[config.mk]
export PLATFORM = sky130hd
export DESIGN_NAME = ofdm_ifft_serial
export DESIGN_NICKNAME = d
export VERILOG_FILES = /design/src/rtl/ofdm_ifft_serial.sv
export SDC_FILE = /design/constraint.sdc
export NUM_CORES = 2
export LEC_CHECK = 0
export CORE_ASPECT_RATIO = 1.5
export CORE_MARGIN = 2
export CORE_UTILIZATION = 62
export DETAILED_ROUTE_END_ITERATION = 16
export GPL_ROUTABILITY_DRIVEN = 0
export MAX_ROUTING_LAYER = met4
export PLACE_DENSITY = 0.79
export SETUP_SLACK_MARGIN = 0.3
export SLEW_MARGIN = 20
export SYNTH_ARGS = -nofsm -noshare
export SYNTH_HDL_FRONTEND = slang
export SYNTH_SLANG_ARGS = --single-unit
[constraint.sdc]
create_clock -name clk -period 42.6 [get_ports clk]
set_clock_uncertainty 0.05 [all_clocks]
set_input_delay 6.39 -clock clk [delete_from_list [all_inputs] [get_ports clk]]
set_output_delay 6.39 -clock clk [all_outputs]
set_load 0.02 [all_outputs]
[src/rtl/ofdm_ifft_serial.sv]
// ofdm_ifft_serial
// Iterative radix-2 DIT inverse FFT with one butterfly per clock.
//
// Samples are loaded at bit-reversed addresses. The block then runs LOG2N
// in-place stages. Each stage halves its result, which gives an overall
// 1/NFFT scale. Results are streamed out in natural order.
//
// Ports:
//   clk, rst_n          clock, asynchronous active-low reset
//   in_valid/in_ready   input handshake; in_i/in_q are the signed input sample
//   out_valid/out_ready output handshake; out_i/out_q are the signed output sample
//   out_last            marks output index NFFT-1
//   busy                high while computing or unloading
module ofdm_ifft_serial #(
    parameter int NFFT  = 8,
    parameter int LOG2N = 3
) (
    input  logic        clk,
    input  logic        rst_n,
    input  logic        in_valid,
    output logic        in_ready,
    input  logic [15:0] in_i,
    input  logic [15:0] in_q,
    output logic        out_valid,
    input  logic        out_ready,
    output logic [15:0] out_i,
    output logic [15:0] out_q,
    output logic        out_last,
    output logic        busy
);
    localparam int AW = LOG2N;
    localparam int BW = LOG2N - 1;

    typedef enum logic [1:0] {LOAD, CALC, UNLOAD} state_t;

    state_t          state_q, state_d;
    logic [AW-1:0]   cnt_q, cnt_d;      // load index / unload index
    logic [BW-1:0]   bfly_q, bfly_d;
    logic [2:0]      stage_q, stage_d;
    logic            in_ready_q, in_ready_d;
    logic            out_valid_q, out_valid_d;

    logic signed [15:0] mem_i_q [NFFT];
    logic signed [15:0] mem_q_q [NFFT];

    function automatic logic [AW-1:0] bitrev(input logic [AW-1:0] v);
        logic [AW-1:0] r;
        for (int i = 0; i < AW; i++) r[i] = v[AW-1-i];
        return r;
    endfunction

    // cos(pi*i/32) in Q1.15, i = 0..16
    function automatic logic signed [15:0] quarter(input logic [4:0] i);
        logic signed [15:0] c;
        case (i)
            5'd0:    c = 16'sd32767;
            5'd1:    c = 16'sd32610;
            5'd2:    c = 16'sd32138;
            5'd3:    c = 16'sd31357;
            5'd4:    c = 16'sd30274;
            5'd5:    c = 16'sd28899;
            5'd6:    c = 16'sd27245;
            5'd7:    c = 16'sd25330;
            5'd8:    c = 16'sd23170;
            5'd9:    c = 16'sd20788;
            5'd10:   c = 16'sd18205;
            5'd11:   c = 16'sd15447;
            5'd12:   c = 16'sd12540;
            5'd13:   c = 16'sd9512;
            5'd14:   c = 16'sd6393;
            5'd15:   c = 16'sd3212;
            default: c = 16'sd0;
        endcase
        return c;
    endfunction

    // The twiddle angle is 2*pi*k/64, with k = 0..31 (upper half-plane only).
    function automatic logic signed [15:0] tw_cos(input logic [4:0] k);
        if (k <= 5'd16) return quarter(k);
        return -quarter(5'(6'd32 - {1'b0, k}));
    endfunction

    function automatic logic signed [15:0] tw_sin(input logic [4:0] k);
        if (k <= 5'd16) return quarter(5'd16 - k);
        return quarter(k - 5'd16);
    endfunction

    // ---------------- butterfly datapath ----------------
    logic [AW-1:0]      bx, h, j, p, q;
    logic [10:0]        kx;
    logic [4:0]         tw_k;
    logic signed [15:0] a_i, a_q, b_i, b_q, wc, ws;
    logic signed [31:0] p_ic, p_qs, p_is, p_qc;
    logic signed [32:0] sr_i, sr_q;
    logic signed [17:0] t_i, t_q;
    logic signed [18:0] s0_i, s0_q, s1_i, s1_q;

    always_comb begin
        bx   = {1'b0, bfly_q};
        h    = AW'(1) << stage_q;
        j    = bx & (h - AW'(1));
        p    = ((bx >> stage_q) << (stage_q + 3'd1)) | j;
        q    = p + h;
        // m*(64/NFFT) = j << (5-s): index into the 64-point table
        kx   = 11'(j) << (3'd5 - stage_q);
        tw_k = kx[4:0];
        a_i  = mem_i_q[p];
        a_q  = mem_q_q[p];
        b_i  = mem_i_q[q];
        b_q  = mem_q_q[q];
        wc   = tw_cos(tw_k);
        ws   = tw_sin(tw_k);
        p_ic = b_i * wc;
        p_qs = b_q * ws;
        p_is = b_i * ws;
        p_qc = b_q * wc;
        sr_i = p_ic - p_qs;
        sr_q = p_is + p_qc;
        // m == 0 bypasses the multiplier so that the 32767 "one" cannot shrink data
        if (tw_k == 5'd0) begin
            t_i = {{2{b_i[15]}}, b_i};
            t_q = {{2{b_q[15]}}, b_q};
        end else begin
            t_i = sr_i[32:15];
            t_q = sr_q[32:15];
        end
        s0_i = a_i + t_i;
        s0_q = a_q + t_q;
        s1_i = a_i - t_i;
        s1_q = a_q - t_q;
    end

    logic unused_bits;
    assign unused_bits = ^{sr_i[14:0], sr_q[14:0], kx[10:5],
                           s0_i[18:17], s0_i[0], s0_q[18:17], s0_q[0],
                           s1_i[18:17], s1_i[0], s1_q[18:17], s1_q[0]};

    logic load_we, calc_we;
    assign load_we = (state_q == LOAD) && in_valid && in_ready_q;
    assign calc_we = (state_q == CALC);

    always_ff @(posedge clk) begin
        if (load_we) begin
            mem_i_q[bitrev(cnt_q)] <= in_i;
            mem_q_q[bitrev(cnt_q)] <= in_q;
        end
        if (calc_we) begin
            mem_i_q[p] <= s0_i[16:1];
            mem_q_q[p] <= s0_q[16:1];
            mem_i_q[q] <= s1_i[16:1];
            mem_q_q[q] <= s1_q[16:1];
        end
    end

    // ---------------- control ----------------
    // The handshake flags are registered from the current state. Each one
    // therefore rises one cycle after its state is entered and drops on the
    // edge that leaves it.
    always_comb begin
        state_d     = state_q;
        cnt_d       = cnt_q;
        bfly_d      = bfly_q;
        stage_d     = stage_q;
        in_ready_d  = 1'b0;
        out_valid_d = 1'b0;
        unique case (state_q)
            LOAD: begin
                in_ready_d = 1'b1;
                if (load_we) begin
                    cnt_d = cnt_q + AW'(1);
                    if (cnt_q == AW'(NFFT - 1)) begin
                        state_d    = CALC;
                        in_ready_d = 1'b0;
                    end
                end
            end
            CALC: begin
                bfly_d = bfly_q + BW'(1);
                if (bfly_q == {BW{1'b1}}) begin
                    stage_d = stage_q + 3'd1;
                    if (stage_q == 3'(LOG2N - 1)) begin
                        stage_d = 3'd0;
                        state_d = UNLOAD;
                    end
                end
            end
            UNLOAD: begin
                out_valid_d = 1'b1;
                if (out_valid_q && out_ready) begin
                    cnt_d = cnt_q + AW'(1);
                    if (cnt_q == AW'(NFFT - 1)) begin
                        state_d     = LOAD;
                        out_valid_d = 1'b0;
                    end
                end
            end
            default: state_d = LOAD;
        endcase
    end

    always_ff @(posedge clk or negedge rst_n) begin
        if (!rst_n) begin
            state_q     <= LOAD;
            cnt_q       <= '0;
            bfly_q      <= '0;
            stage_q     <= '0;
            in_ready_q  <= 1'b0;
            out_valid_q <= 1'b0;
        end else begin
            state_q     <= state_d;
            cnt_q       <= cnt_d;
            bfly_q      <= bfly_d;
            stage_q     <= stage_d;
            in_ready_q  <= in_ready_d;
            out_valid_q <= out_valid_d;
        end
    end

    assign in_ready  = in_ready_q;
    assign out_valid = out_valid_q;
    assign out_last  = out_valid_q && (cnt_q == AW'(NFFT - 1));
    assign out_i     = out_valid_q ? mem_i_q[cnt_q] : 16'd0;
    assign out_q     = out_valid_q ? mem_q_q[cnt_q] : 16'd0;
    assign busy      = (state_q != LOAD);

endmodule

==> impl_metrics.env <==
export IMPL_first_pass_iters=9
export IMPL_final_nets=8011
export IMPL_synth_area_per_cell_um2=8.98
export IMPL_yosysUniqueCellTypes=100
export IMPL_layout_setup_ws_ns=25.26
export IMPL_outcome="complete, no violations"
export IMPL_cts_hold_buffers_added=0
export IMPL_rr_endpoint="mem_i_q[0][15]"
export IMPL_hold_start="in_ready"
export IMPL_synth_seq_cells=268
export IMPL_cts_tree="built"
export IMPL_htreeDepth=1
export IMPL_syn_num_nets=8116
export IMPL_antenna_left=0
export IMPL_io_pins=72
export IMPL_root_buffer="clkbuf_16"
export IMPL_wl_met1_um=58300
export IMPL_synth_async_reset_ratio=0.0448
export IMPL_rr_worst_depth=56
export IMPL_antenna_found_initial=13
export IMPL_synth_ff_type="edfxtp_1"
export IMPL_synth_area_um2=59200
export IMPL_dieArea_um2=98000
export IMPL_wl_per_cell_um=26.9
export IMPL_finalCritPeriodShare=0.407
export IMPL_worst_pin_slew_ns=1.25
export IMPL_synth_warnings=0
export IMPL_die_x_um=256
export IMPL_hold_viol_final=0
export IMPL_min_path_cells=1
export IMPL_initial_core_util=0.627
export IMPL_cp_end_kind="flop"
export IMPL_drv_slew=0
export IMPL_place_ws_ns=25.86
export IMPL_top_layer_used="met4"
export IMPL_die_h_um=382
export IMPL_syn_to_final_growth_pct=5.50
export IMPL_grt_pass1_wl_um=315000
export IMPL_hpwl_um=154000
export IMPL_place_port_buffers=71
export IMPL_yosys_area_top_type="fa_1"
export IMPL_clk_pin_slew_ns=0.08
export IMPL_r2r_start="stage_q[0]"
export IMPL_ys_top_cells_by_area="fa_1, edfxtp_1, inv_1"
export IMPL_synth_most_common_cell="inv_1"
export IMPL_worstHoldEndpoint="in_ready"
export IMPL_final_layout_size_suffix_gt1_frac=0.0669
export IMPL_path_class="flop to flop"
export IMPL_insertion_delay_ns=0.58
export IMPL_num_vias=50151
export IMPL_grt_max_degree=58
export IMPL_cpMaxStageDelayCell="fa_4"
export IMPL_numCtsBuffers=24
export IMPL_post_cts_setup_buffers=0
export IMPL_synth_edf_count=256
export IMPL_cts_resized=0
export IMPL_synth_common_cells="inv_1, fa_1, nand2_1"
export IMPL_totalWireLength_um=210000
export IMPL_ff2ff_setup_slack_ns=25.26
export IMPL_maxCapViolations=0
export IMPL_max_freq_mhz=57.7
export IMPL_start_kind="flop"
export IMPL_synthCells=6591
export IMPL_viasPerCell=6.44
export IMPL_seq_area_frac_synth=0.135
export IMPL_hold_class="flop to flop"
export IMPL_slowest_delay_ns=1.05
export IMPL_row_count=138
export IMPL_cts_buffer_depth=3
export IMPL_slew_headroom=0.169
export IMPL_cp_max_fo=57
export IMPL_first_global_vias=53437
export IMPL_routed_wl_met3_um=27100
export IMPL_cts_sinks=268
export IMPL_cp_required_ns=42.85
export IMPL_rsz0062_at_grt="false"
export IMPL_dr_wl_met2_um=95800
export IMPL_coreArea_um2=94400
export IMPL_synth_top_area_frac=0.380
export IMPL_track_usage=0.453
export IMPL_arrival_ns=17.59
export IMPL_post_route_drc_count=0
export IMPL_setup_viol=0
export IMPL_overflow=0
export IMPL_timing_setup_tns_ns=0
export IMPL_drt_iter0_markers=5376
export IMPL_min_period_ns=17.34
## sequential cells by signal, indices dropped and copies added, names as in the netlist
signal and flops:
mem_q_q 128, stage_q 3, bfly_q 2, cnt_q 3, in_ready 1, out_valid 1
mem_i_q 128, state_q 2
## through the flow
stage | utilization | hold slack [ns] | cell area [um^2] | cells
final | 0.661 | 0.487 | 62400 | 7782
after global routing | 0.661 | 0.501 | 62400 | 7781
after CTS | 0.660 | 0.482 | 62400 | 7764
after detailed placement | 0.652 | 0.469 | 61600 | 7720
after global placement | 0.652 | 0.478 | 61600 | 7720
after floorplan | - | 0.437 | 59200 | 6591
## cells in the final DEF (no fill, tap or decap), types with 41 or more instances in the layout
cell type	count
nor2_1	749
ha_1	365
o21ai_0	95
xnor2_1	101
a21oi_1	292
fa_1	1121
mux4_2	128
mux2i_1	43
clkdlybuf4s50_1	71
nand3_1	164
edfxtp_1	256
inv_1	1227
o21a_1	41
buf_4	150
nand2_1	1110
## per-layer routing
metal	GRT usage	vias to the layer above
li1	-	20318
met1	0.453	24373
met2	0.702	3786
met3	0.130	1674
met4	0.444	0
met5	-	-
## area by class of cell
class | instances | area [um^2]
inverters | 1231 | 4620
flip-flops and latches | 268 | 8000
repair buffers | 221 | 1840
diodes | 18 | 45.0
well taps | 1260 | 1580
multi-input cells | 4740 | 45600
clock buffers | 26 | 629
clock inverters | 18 | 171
fillers | 7376 | 32000
## how the worst max path moves through the flow
stage	from	end	slack, ns	cells past startpoint
detailed placement	stage_q[0]	mem_i_q[3][15]	25.86	56
CTS	stage_q[0]	mem_i_q[3][15]	25.80	56
floorplan	stage_q[0]	mem_q_q[7][14]	26.90	62
finish	stage_q[0]	mem_i_q[0][15]	25.26	56
global placement	stage_q[0]	mem_i_q[0][15]	26.33	56
global route	stage_q[0]	mem_i_q[0][15]	24.46	56
## worst max-delay path: cells and delay by family, from the launching register on
family	cells	cell delay, ns
AOI/OAI and AO/OA	18	3.64
xor gates and xnor gates	2	0.34
adders and majority gates	13	6.51
buffers and inverters	11	2.19
DFF	1	0.57
muxes	2	1.12
and+or+nand+nor	10	2.50
## kinds of logic after synthesis
| logic type | Yosys count | share of synthesized area |
|---|---|---|
| AND/OR/NAND/NOR | 2233 | 0.155 |
| buffers and inverters | 1583 | 0.101 |
| adder cells (fa/ha/maj) | 1489 | 0.457 |
| AO/OA/AOI/OAI | 695 | 0.0721 |
| flip-flops | 268 | 0.135 |
| multiplexers | 189 | 0.0593 |
| XOR/XNOR | 134 | 0.0208 |
Power is left out: the tool's default activity adds up to more than one toggle a clock period on the data nets, which glitch-free logic cannot reach.
